`config.mk`:
```
export PLATFORM = sky130hd
export DESIGN_NAME = iter_step_counter
export DESIGN_NICKNAME = d
export VERILOG_FILES = /design/src/rtl/iter_cnt_pkg.sv /design/src/rtl/iter_step_counter.sv
export SDC_FILE = /design/constraint.sdc
export NUM_CORES = 1
export LEC_CHECK = 0
export ABC_CLOCK_PERIOD_IN_PS = 1250
export CORE_AREA = 2 2 39 41
export CTS_CLUSTER_DIAMETER = 120
export CTS_CLUSTER_SIZE = 8
export DETAILED_ROUTE_END_ITERATION = 7
export DIE_AREA = 0 0 41 43
export PLACE_DENSITY = 0.66
export SETUP_SLACK_MARGIN = 0.02
export SYNTH_ARGS = -nofsm -noshare
export SYNTH_HDL_FRONTEND = slang
export SYNTH_SLANG_ARGS = --single-unit
export TNS_END_PERCENT = 50
```
`constraint.sdc`:
```
create_clock -name clk -period 1.25 [get_ports clk]
set_input_delay 0.25 -clock clk [delete_from_list [all_inputs] [get_ports clk]]
set_output_delay 0.25 -clock clk [all_outputs]
set_load 0.02 [all_outputs]
```
`src/rtl/iter_cnt_pkg.sv`:
```
// iter_cnt_pkg: shared state encoding and default terminal for iter_step_counter.
package iter_cnt_pkg;
  typedef enum logic [1:0] {S_IDLE, S_RUN, S_DONE} state_e;
  function automatic int term_max(input int w);
    return (1 << w) - 1;
  endfunction
endpackage

```
`src/rtl/iter_step_counter.sv`:
```
// iter_step_counter: start/busy/done step sequencer counting term+1 en-qualified steps.
// Optional abort input enabled by defining ITER_CNT_ABORT_EN.
module iter_step_counter
  import iter_cnt_pkg::*;
#(
  parameter int WIDTH    = 3,
  parameter int TERM_RST = term_max(WIDTH)
) (
  input  logic             clk,
  input  logic             rst,
  input  logic             start,
  input  logic [WIDTH-1:0] term_in,
  input  logic             en,
`ifdef ITER_CNT_ABORT_EN
  input  logic             abort,
`endif
  output logic [WIDTH-1:0] count,
  output logic             first,
  output logic             last,
  output logic             busy,
  output logic             done
);
  state_e           state_q, state_d;
  logic [WIDTH-1:0] count_q, count_d, term_q, term_d;
  logic             accept, abort_hit;
  assign accept = start && state_q != S_RUN;
`ifdef ITER_CNT_ABORT_EN
  assign abort_hit = abort && state_q == S_RUN;
`else
  assign abort_hit = 1'b0;
`endif
  always_comb begin
    state_d = state_q;
    count_d = count_q;
    term_d  = term_q;
    if (accept) begin
      term_d  = term_in;
      count_d = '0;
      state_d = S_RUN;
    end else if (state_q == S_DONE) begin
      state_d = S_IDLE;
    end else if (abort_hit) begin
      state_d = S_IDLE;
      count_d = '0;
    end else if (state_q == S_RUN && en) begin
      state_d = count_q == term_q ? S_DONE : S_RUN;
      count_d = count_q == term_q ? count_q : count_q + 1'b1;
    end
  end
  always_ff @(posedge clk) begin
    if (rst) begin
      state_q <= S_IDLE;
      count_q <= '0;
      term_q  <= WIDTH'(TERM_RST);
    end else begin
      state_q <= state_d;
      count_q <= count_d;
      term_q  <= term_d;
    end
  end
  assign count = count_q;
  assign busy  = state_q == S_RUN;
  assign done  = state_q == S_DONE;
  assign first = busy && count_q == '0;
  assign last  = busy && count_q == term_q;
endmodule

```
==> impl_summary.md <==
Outcome
The flow ran to the end, but the final reports show violations. The checks that failed: negative setup slack.

Power and ir drop
The worst-case IR drop observed on VDD is 504.0 uV. The static power due to leakage is 0.3900 nW. The design draws 0.6836 mW. The power per standard cell area is 782.7 nW/um^2.

Synthesis
The number of synthesized register bits is 8. After synthesis, flip-flops and latches occupy 33.86% of the total area. The post-synthesis async set-or-reset flop share is 0%. The synthesized area is 473.0 sq um.

A synthesized cell averages 9.095 sq um. For this run, the leading register cell type out of synthesis is dfxtp_1. The number of nets in the synthesized netlist is 61. Synthesis handed over a netlist of 52 instances.

The count of warnings emitted by yosys is 0. The distinct cell type count of the synthesized netlist is 23. The synthesized design contains 0 enable-type register cells.

GRT
The via count of the first global-routing pass is 555. The wire length of the first global-routing pass is 2.201 mm. The largest net degree at the start of global routing is 9. The global routing usage summed across all routing layers is 19.62%. The number of antenna violations at the first check in global routing is 0. The aggregate global routing overflow is 0.

Timing
For this run, the top clock speed supported by timing is 692.3 MHz. For the pin with the worst max-slew slack, the measured transition is 0.2836 ns. Of the available clock period, the critical path in the final layout requires 115.6%. The number of hold-slack violations in the final timing report is 0. The number of endpoints failing setup at the final stage is 6. In this run the tightest slew margin relative to its limit is 81.09%. The worst hold-check slack is 0.5105 ns.

The count of final max-slew check failures is 0. After routing, the total negative slack on setup checks comes to -0.5611 ns. The setup skew after layout is 0.004764 ns.

After layout, the worst setup slack is -0.1945 ns. Setup repair after global routing could not meet its margin everywhere. The final critical delay including setup and external delays is 1.444 ns.

Detailed routing
The final wirelength is 1.344 mm. The final route contains 524 vias. The DRC violation count after routing is 0.

The violation count after the first detailed-routing iteration is 0. For this run, the detailed router's first-pass iteration total came to 1. The wire length per cell after detailed routing is 12.92 um. The via density per instance is 5.038. The post-detailed-route count of antenna-violating nets is 0.

Critical path
The start-to-end type of the worst setup path is reg2out. The worst register-to-register path has a depth of 5. In this run the worst path has a maximum fanout of 2. The critical path endpoint category is an output port. For the worst setup path, the data arrival time is 1.19 ns. The source of the worst register-to-register timing path is count[1]. Following the worst setup path forward leads to its endpoint at last.

The worst setup path startpoint is count[2]. The reg2reg setup slack is -0.04 ns. In this run the critical register-to-register path is captured at count[1]. Data on the critical path is required at its endpoint by 1.00 ns. The sort of element at the start of the critical path is a register.

Floorplanning
The region available for standard cell placement spans 1384 sq um. The overall die height is 43 um. The initial utilization of the core area, before any placement, comes to 34.18%. The count of boundary I/O pins is 14. The area of the die is 1763 sq um. The initialized floorplan defines 14 standard-cell rows. The horizontal die dimension is 41 um.

Clocking
The hold buffer count at CTS is 0. The clock reaches the later pin of the worst-skew pair after 0.26 ns. The CTS buffer count is 3. TritonCTS built the clock tree. The clock-pin slew on the worst setup and hold paths is 0.05 ns. In this run the number of H-tree levels came out at 1. The number of sinks driven by the clock tree is 8. The number of buffers on the longest clock path is 2. In this run the clock root is driven by a clkbuf_4.

Final layout
After routing the design area is 873.3 sq um. The count of cells in the finished layout, fillers not included, comes to 104. The number of nets in the layout is 99. For this run, the share of the core covered by cells in the final layout is 63.11%.

Counting the fill cells in the layout gives 135. The number of diodes added for antenna fixing is 0. From synthesis to final layout, the design area changed by 84.66%. The share of layout cells above drive strength 1 is 56.82%.

Run
The number of max-capacitance violations reported is 0.

Placed design
During placement, the flow inserted port buffers numbering 13. Summing all placed instances gives a cell area of 787.0 sq um. In this run, placement finished with an instance count of 98. Routability-driven placement finished with a final weighted congestion of 0.7668. Prior to clock tree synthesis, the placed netlist has a worst setup slack of -0.4140 ns. Detailed placement ended at an HPWL of 1.011 mm.

Hold path
The tightest min-delay check is of the reg2reg type. The start point of the worst min-delay path is term_q[1].
==> report_power, final <==
part           leakage, nW  internal (mW)  switching [mW]
Clock               0.0138          0.110          0.0918
Sequential          0.0675          0.268          0.0120
Combinational        0.309          0.117          0.0855
Total                0.390          0.494           0.189
==> Yosys cell counts, drive strengths merged, types with 2 or more instances <==
cell | count | area share [%]
dfxtp | 8 | 34
inv | 6 | 4.8
nand3 | 6 | 6.3
o211ai | 5 | 7.9
mux2i | 3 | 6.3
o21ai | 3 | 3.2
xnor2 | 3 | 5.6
a311oi | 2 | 5.0
ha | 2 | 5.3
nor2b | 2 | 2.6
nor3b | 2 | 3.2
==> critical path, stage by stage, from the launching register on <==
cell and delay, ns:
dfxtp_2 0.33, xnor2_2 0.17, and3_1 0.19, and2_4 0.14
buf_6 0.10
==> layout make-up <==
cell class	instances	area (sq um)	share of cell area, %
flip-flops and latches	8	175.2	20.06
repair buffers	34	296.5	33.95
multi-input cells	37	336.6	38.54
inverters	6	22.52	2.579
clock buffers	3	22.52	2.579
well taps	16	20.02	2.292
==> state kept, by name, indices dropped and copies added (netlist names) <==
name and count:
count 3, state_q 2, term_q 3
==> logic make-up (layout without fill, tap and decap cells) <==
kind of cell	after synthesis	count (layout)	share of synthesized area, %
compound gates	13	13	21.16
fa+ha+maj	2	2	5.290
mux	3	3	6.349
simple gates	16	16	20.64
flops	8	8	33.86
buf+inv	7	43	7.142
xor+xnor	3	3	5.557
==> worst min path at each step <==
stage / to / slack, ns / depth (start not counted)
floorplan: state_q[0] / 0.32 / 1
global placement: term_q[1] / 0.52 / 2
detailed placement: count[0] / 0.52 / 2
CTS: term_q[1] / 0.52 / 2
global route: term_q[2] / 0.55 / 2
finish: term_q[1] / 0.51 / 2
==> routing by layer <==
| layer | GRT usage, % | share of wire, % | vias to the layer above |
|---|---|---|---|
| li1 | - | - | 263 |
| met1 | 20.39 | 37 | 244 |
| met2 | 30.94 | 55 | 12 |
| met3 | 4.712 | 3.7 | 5 |
| met4 | 16.00 | 4.1 | 0 |
| met5 | 0 | 0 | - |
==> placed cells by master, fill, tap and decap left out, types with 5 or more instances in the layout <==
cell	instances
clkdlybuf4s50_1	6
o211ai_1	5
dfxtp_2	6
buf_4	20
buf_6	5
nand3_1	6
inv_1	5
==> timing repair <==
| item | CTS | global route |
|---|---|---|
| pin swaps | 4 | 4 |
| gates resized for setup | 50 | 4 |
| hold endpoints to repair | 0 | 0 |
| cloned | 0 | 0 |
| setup endpoints to repair | 10 | 8 |
| setup buffers | 4 | 1 |
(Power assumes the default switching activity.)
